==> src/rtl/arm_pkg.sv <==
// Shared definitions for the ARM pipeline stages: fetch FSM encoding and
// instruction/PC constants.
package arm_pkg;

  typedef enum logic [1:0] {
    FETCH = 2'd0,
    HOLD  = 2'd1,
    DROP  = 2'd2
  } if_state_e;

  localparam logic [31:0] NOP_INSTR = 32'd0;
  localparam logic [31:0] PC_STEP   = 32'd4;

  // Redirect targets are word aligned; the two low address bits are dropped.
  function automatic logic [31:0] word_align(input logic [31:0] addr);
    return {addr[31:2], 2'b00};
  endfunction

endpackage

==> src/rtl/if_id_reg.sv <==
// Generic inter-stage pipeline register: flush inserts a bubble, load captures
// a new instruction/PC pair, otherwise the contents are held.
module if_id_reg
  import arm_pkg::*;
#(
  parameter int W = 32
) (
  input  logic         clk,
  input  logic         rst,
  input  logic         load,
  input  logic         flush,
  input  logic [W-1:0] instr_in,
  input  logic [W-1:0] pc_in,
  output logic [W-1:0] instr,
  output logic [W-1:0] pc,
  output logic         valid
);

  // Stage register; flush outranks load so a redirect can never leak a word.
  always_ff @(posedge clk or posedge rst) begin
    if (rst) begin
      instr <= {W{1'b0}};
      pc    <= {W{1'b0}};
      valid <= 1'b0;
    end else if (flush) begin
      instr <= W'(NOP_INSTR);
      valid <= 1'b0;
    end else if (load) begin
      instr <= instr_in;
      pc    <= pc_in;
      valid <= 1'b1;
    end
  end

endmodule

==> src/rtl/if_stage.sv <==
// Instruction-fetch stage: PC register, req/ack fetch FSM with a one-entry
// hold buffer for frozen cycles, and branch redirect with stale-word discard.
module if_stage
  import arm_pkg::*;
#(
  parameter int BIT_NUMBER = 32
) (
  input  logic                  clk,
  input  logic                  rst,
  input  logic                  freeze,
  input  logic                  branch_taken,
  input  logic [BIT_NUMBER-1:0] branch_addr,
  output logic                  imem_req,
  output logic [BIT_NUMBER-1:0] imem_addr,
  input  logic                  imem_ack,
  input  logic [BIT_NUMBER-1:0] imem_rdata,
  output logic [BIT_NUMBER-1:0] instruction,
  output logic [BIT_NUMBER-1:0] pc,
  output logic                  valid
);

  if_state_e             state_r, state_s;
  logic [BIT_NUMBER-1:0] pc_r, pc_s, redirect_r, redirect_s;
  logic [BIT_NUMBER-1:0] hold_instr_r, hold_instr_s, hold_pc_r, hold_pc_s;
  logic [BIT_NUMBER-1:0] pc_plus_s, target_s, ifid_instr_s, ifid_pc_s;
  logic                  req_r, ack_s, ifid_load_s, ifid_flush_s;

  assign imem_req  = req_r;
  assign imem_addr = pc_r;
  assign ack_s     = imem_ack & req_r;
  assign pc_plus_s = pc_r + BIT_NUMBER'(PC_STEP);
  assign target_s  = BIT_NUMBER'(word_align(32'(branch_addr)));

  // Next-state, PC update and IF/ID control for the fetch FSM.
  always_comb begin
    state_s      = state_r;
    pc_s         = pc_r;
    redirect_s   = redirect_r;
    hold_instr_s = hold_instr_r;
    hold_pc_s    = hold_pc_r;
    ifid_load_s  = 1'b0;
    ifid_flush_s = 1'b0;
    ifid_instr_s = imem_rdata;
    ifid_pc_s    = pc_plus_s;
    case (state_r)
      FETCH: begin
        if (branch_taken) begin
          ifid_flush_s = 1'b1;
          if (ack_s) begin
            pc_s = target_s;
          end else begin
            redirect_s = target_s;
            state_s    = DROP;
          end
        end else if (ack_s) begin
          pc_s = pc_plus_s;
          if (freeze) begin
            hold_instr_s = imem_rdata;
            hold_pc_s    = pc_plus_s;
            state_s      = HOLD;
          end else begin
            ifid_load_s = 1'b1;
          end
        end else if (!freeze) begin
          ifid_flush_s = 1'b1;
        end else begin
          ifid_load_s = 1'b0;
        end
      end
      HOLD: begin
        if (branch_taken) begin
          ifid_flush_s = 1'b1;
          hold_instr_s = {BIT_NUMBER{1'b0}};
          hold_pc_s    = {BIT_NUMBER{1'b0}};
          pc_s         = target_s;
          state_s      = FETCH;
        end else if (!freeze) begin
          ifid_load_s  = 1'b1;
          ifid_instr_s = hold_instr_r;
          ifid_pc_s    = hold_pc_r;
          state_s      = FETCH;
        end else begin
          ifid_load_s = 1'b0;
        end
      end
      DROP: begin
        ifid_flush_s = branch_taken | ~freeze;
        if (ack_s) begin
          pc_s    = branch_taken ? target_s : redirect_r;
          state_s = FETCH;
        end else if (branch_taken) begin
          redirect_s = target_s;
        end else begin
          redirect_s = redirect_r;
        end
      end
      default: begin
        state_s = FETCH;
      end
    endcase
  end

  // FSM, PC, redirect, hold buffer and request registers.
  always_ff @(posedge clk or posedge rst) begin
    if (rst) begin
      state_r      <= FETCH;
      pc_r         <= {BIT_NUMBER{1'b0}};
      redirect_r   <= {BIT_NUMBER{1'b0}};
      hold_instr_r <= {BIT_NUMBER{1'b0}};
      hold_pc_r    <= {BIT_NUMBER{1'b0}};
      req_r        <= 1'b0;
    end else begin
      state_r      <= state_s;
      pc_r         <= pc_s;
      redirect_r   <= redirect_s;
      hold_instr_r <= hold_instr_s;
      hold_pc_r    <= hold_pc_s;
      req_r        <= (state_s != HOLD);
    end
  end

  if_id_reg #(.W(BIT_NUMBER)) u_if_id_reg (
    .clk      (clk),
    .rst      (rst),
    .load     (ifid_load_s),
    .flush    (ifid_flush_s),
    .instr_in (ifid_instr_s),
    .pc_in    (ifid_pc_s),
    .instr    (instruction),
    .pc       (pc),
    .valid    (valid)
  );

endmodule

==> config.mk <==
export PLATFORM = sky130hd
export DESIGN_NAME = if_stage
export DESIGN_NICKNAME = d
export VERILOG_FILES = /design/src/rtl/arm_pkg.sv /design/src/rtl/if_id_reg.sv /design/src/rtl/if_stage.sv
export SDC_FILE = /design/constraint.sdc
export NUM_CORES = 1
export LEC_CHECK = 0
export ABC_CLOCK_PERIOD_IN_PS = 13100
export CAP_MARGIN = 10
export CORE_UTILIZATION = 58
export CTS_CLUSTER_SIZE = 40
export DETAILED_ROUTE_END_ITERATION = 16
export GPL_ROUTABILITY_DRIVEN = 1
export PLACE_DENSITY = 0.83
export SKIP_LAST_GASP = 1
export SYNTH_ARGS = -nofsm -noshare
export SYNTH_HDL_FRONTEND = slang
export SYNTH_SLANG_ARGS = --single-unit
==> constraint.sdc <==
create_clock -name clk -period 13.1 [get_ports clk]
set_input_delay 2.62 -clock clk [delete_from_list [all_inputs] [get_ports clk]]
set_output_delay 2.62 -clock clk [all_outputs]
set_load 0.05 [all_outputs]
==> results.yml <==
outcome:
  outcome: "finished clean"
timing:
  finalClockSkew_ps: 9.735
  final_min_period_over_clock_period_pct: 40.03
  layout_min_cycle_time_ps: 5244
  rsz_0062_raised_after_global_routing: "false"
  final_max_slew_viol_count: 0
  worst_slew_margin_rel_pct: 20.82
  worst-slew-pin-transition_ps: 1188
  final_hold_viol_count: 0
  fmax_ghz: 0.1907
  finalSetupViolCount: 0
  setup-tns-final_ps: 0
  setup_ws_ps: 7856
  holdWs_ps: 481.2
global_routing:
  grt_antenna_before_repair: 0
  wire_length_of_the_first_global_routing_pass_um: 40160
  grt_util_all_layers_pct: 30.54
  gr-total-overflow: 0
  via_count_of_the_first_global_routing_pass: 7824
  maximum_number_of_pins_on_one_net_before_global_route_repair: 115
clock_tree:
  clock_insertion_delay_worst_skew_ps: 440
  cts_buffers: 17
  clock_sinks: 196
  clkTransAtPathRegs_ps: 70
  cts.root.buffer_cell: "sky130_fd_sc_hd__clkbuf_16"
  cts_tree: "done"
  cts_buffer_depth: 2
  post_cts_buffers: 0
  clock_tree.htree_level_count: 4
  post_cts_resized: 0
  cts.hold.buffers_added: 0
detailed_routing:
  detailroute.via_count: 8306
  drt-wirelength-per-cell_um: 18.77
  routed_via_density: 6.217
  drtPass1Iterations: 6
  count_of_routing_violations_after_the_opening_detailed_route_iteration: 698
  ant_nets: 0
  drc_viols: 0
  sum_of_routed_wire_length_over_all_layers_um: 25080
critical_path:
  critical_path.startpoint_type: "input pin"
  r2r_end: "u_if_id_reg.pc[25]"
  crit_path_top_delay_cell: "sky130_fd_sc_hd__buf_4"
  path_buf_inv: 4
  crit_path_max_incr_delay_ps: 570
  critical_path.endpoint_type: "flop"
  worst_ep_arrival_time_ps: 5580
  worst-r2r-cell-count: 9
  path_cells: "clkdlybuf4s50_1 > buf_4 > nor2_1 > o21a_2 > buf_4 > o31ai_4 > buf_4 > nand2b_1 > o221ai_1"
  timing.critical_path.required_ps: 13440
  worst_r2r_startpoint: "state_r[1]"
  type_of_the_worst_setup_path: "input pin to flop"
  crit_fanout: 71
  worst_path_dominant_cell_family: "buffers and inverters"
  r2r_slack_ps: 10000
  critical_path.most_common_cell: "sky130_fd_sc_hd__buf_4"
synthesis:
  yosys_register_bits: 196
  synth_top_flop_cell: "sky130_fd_sc_hd__dfrtp_1"
  net_count_after_synthesis: 1068
  synth_area_um2: 9657
  mean_area_per_synthesized_cell_um2: 9.715
  synth.yosys.seq_area_share_pct: 50.79
  async_set_reset_flop_share_out_of_synthesis_pct: 100.0
  synth_warnings: 0
  mapped_cells: 994
  post_synth_num_cell_types: 56
  synth_enable_flop_cells: 0
power:
  ir_worst_vdd_uv: 148.9
  clkPwrFrac_pct: 17.3
  share_seq_of_total_power_pct: 34.0
  comb_power_share_pct: 48.7
  leakagePower_nw: 5.115
  power.switching_mw: 1.412
  finalPower_mw: 3.147
  power.share.switching_pct: 44.86
  power_density_nw_per_um2: 261.7
  internal_power_mw: 1.736
floorplanning:
  ioPinCount: 167
  die-width_um: 131.0
  die_h_um: 131.0
  core_region_area_um2: 16060
  dieArea_um2: 17170
  start_util_pct: 60.14
  std_cell_rows: 46
cells_and_area:
  fin_area_um2: 12030
  multi_input_area_um2: 4434
  final_cell_mix: "sky130_fd_sc_hd__dfrtp_1, sky130_fd_sc_hd__nand2_1, sky130_fd_sc_hd__clkdlybuf4s50_1, sky130_fd_sc_hd__nor2_1, sky130_fd_sc_hd__o21ai_0"
  final_layout_size_suffix_gt1_share_pct: 8.750
  register_area_um2: 4905
  fin_util_pct: 74.89
  final_cells: 1336
  nNetsFinal: 1181
  fill_cells: 1138
  antenna_cells: 0
  mostFrequentLayoutCell: "sky130_fd_sc_hd__dfrtp_1"
  layout-area-overhead-vs-synth_pct: 24.53
place:
  numPortBuffers: 164
  placement.setup.worst_slack_ps: 7398
  hpwl_um: 15700
  dp.cells: 1304
  dpl_cell_area_um2: 11410
  place_congestion: 0.8960
hold_path:
  whs_endpoint: "u_if_id_reg.pc[1]"
  timing.hold.worst.start: "u_if_id_reg.pc[1]"
  worstHoldPathCells: 2
  worstHoldPathType: "flop to flop"
run:
  count_of_maximum_capacitance_violations: 0
[cells in the mapped netlist, drive strengths merged, types with 5 or more instances]
cell type | count | share of area [%]
o31ai | 11 | 0.86
mux2 | 38 | 4.5
buf | 17 | 0.73
mux2i | 14 | 1.5
nand3 | 16 | 0.88
nand2b | 10 | 0.65
o211ai | 5 | 0.39
a21o | 12 | 0.93
o21ai | 67 | 3.5
nand4 | 11 | 0.71
a311oi | 33 | 3.0
nand2 | 166 | 6.5
nor2 | 68 | 2.6
nor3 | 11 | 0.57
a211oi | 6 | 0.47
a21oi | 42 | 2.2
nor4 | 5 | 0.32
or3 | 5 | 0.32
dfrtp | 196 | 51
inv | 14 | 0.54
a22o | 54 | 4.9
o221ai | 7 | 0.63
nand4b | 5 | 0.45
a31oi | 7 | 0.45
ha | 5 | 0.65
xnor2 | 11 | 1.0
clkbuf | 66 | 2.6
and3 | 10 | 0.65
a22oi | 25 | 1.9
xor2 | 15 | 1.4
[power by group through the flow]
stage / sequential (mW) / combinational (mW) / clock [mW]
after floorplan: 1.42 / 0.687 / 0
after global placement: 1.06 / 1.49 / 0
after detailed placement: 1.07 / 1.52 / 0
after CTS: 1.06 / 1.53 / 0.551
after global routing: 1.10 / 1.64 / 0.575
final: 1.07 / 1.53 / 0.545
[cells by family (layout without fill, tap and decap cells)]
logic type / count (synthesis) / in the layout / share of synthesized area [%]
compound gates: 296 / 296 / 21.61
xor+xnor: 26 / 26 / 2.358
fa+ha+maj: 5 / 5 / 0.6478
buf+inv: 97 / 223 / 3.848
flops: 196 / 196 / 50.79
mux: 52 / 52 / 5.921
simple gates: 322 / 322 / 14.82
[worst max path at each step]
stage                      start                  to  slack [ps]  cells after the start
detailed placement  branch_taken  u_if_id_reg.pc[25]        7400                      9
CTS                 branch_taken  u_if_id_reg.pc[25]        7850                      9
global route        branch_taken  u_if_id_reg.pc[27]        7640                      9
global placement    branch_taken  u_if_id_reg.pc[25]        7460                      9
finish              branch_taken  u_if_id_reg.pc[25]        7860                      9
floorplan                    rst     hold_instr_r[0]        5140                      1
[registers in the layout, indices dropped and copies added, names as in the netlist]
name               flops
hold_instr_r          32
hold_pc_r             32
imem_addr             32
redirect_r            32
u_if_id_reg.instr     32
u_if_id_reg.pc        32
state_r                2
imem_req               1
u_if_id_reg.valid      1
[cell type report]
type	instances	area share, %
Sequential cell	196	40.79
Multi-Input combinational cell	701	36.87
Timing Repair Buffer	177	14.46
Clock inverter	13	1.446
Tap cell	216	2.247
Inverter	14	0.4994
Clock buffer	19	3.683
[worst register-to-register path, delay by kind of cell, from the launching register on]
| family | cells | cell delay [ps] |
|---|---|---|
| adders and majority gates | 1 | 290 |
| DFF | 1 | 430 |
| AOI/OAI and AO/OA | 3 | 600 |
| and+or+nand+nor | 2 | 670 |
| buffers and inverters | 3 | 1030 |
[per-layer routing]
| layer | global-route usage (%) | vias to the layer above | part of all wire (%) |
|---|---|---|---|
| li1 | - | 3839 | - |
| met1 | 42.34 | 4043 | 43 |
| met2 | 47.84 | 384 | 46 |
| met3 | 6.311 | 40 | 8.5 |
| met4 | 10.89 | 0 | 2.0 |
| met5 | 0 | - | 0 |
Power figures use the tool's default switching activity.
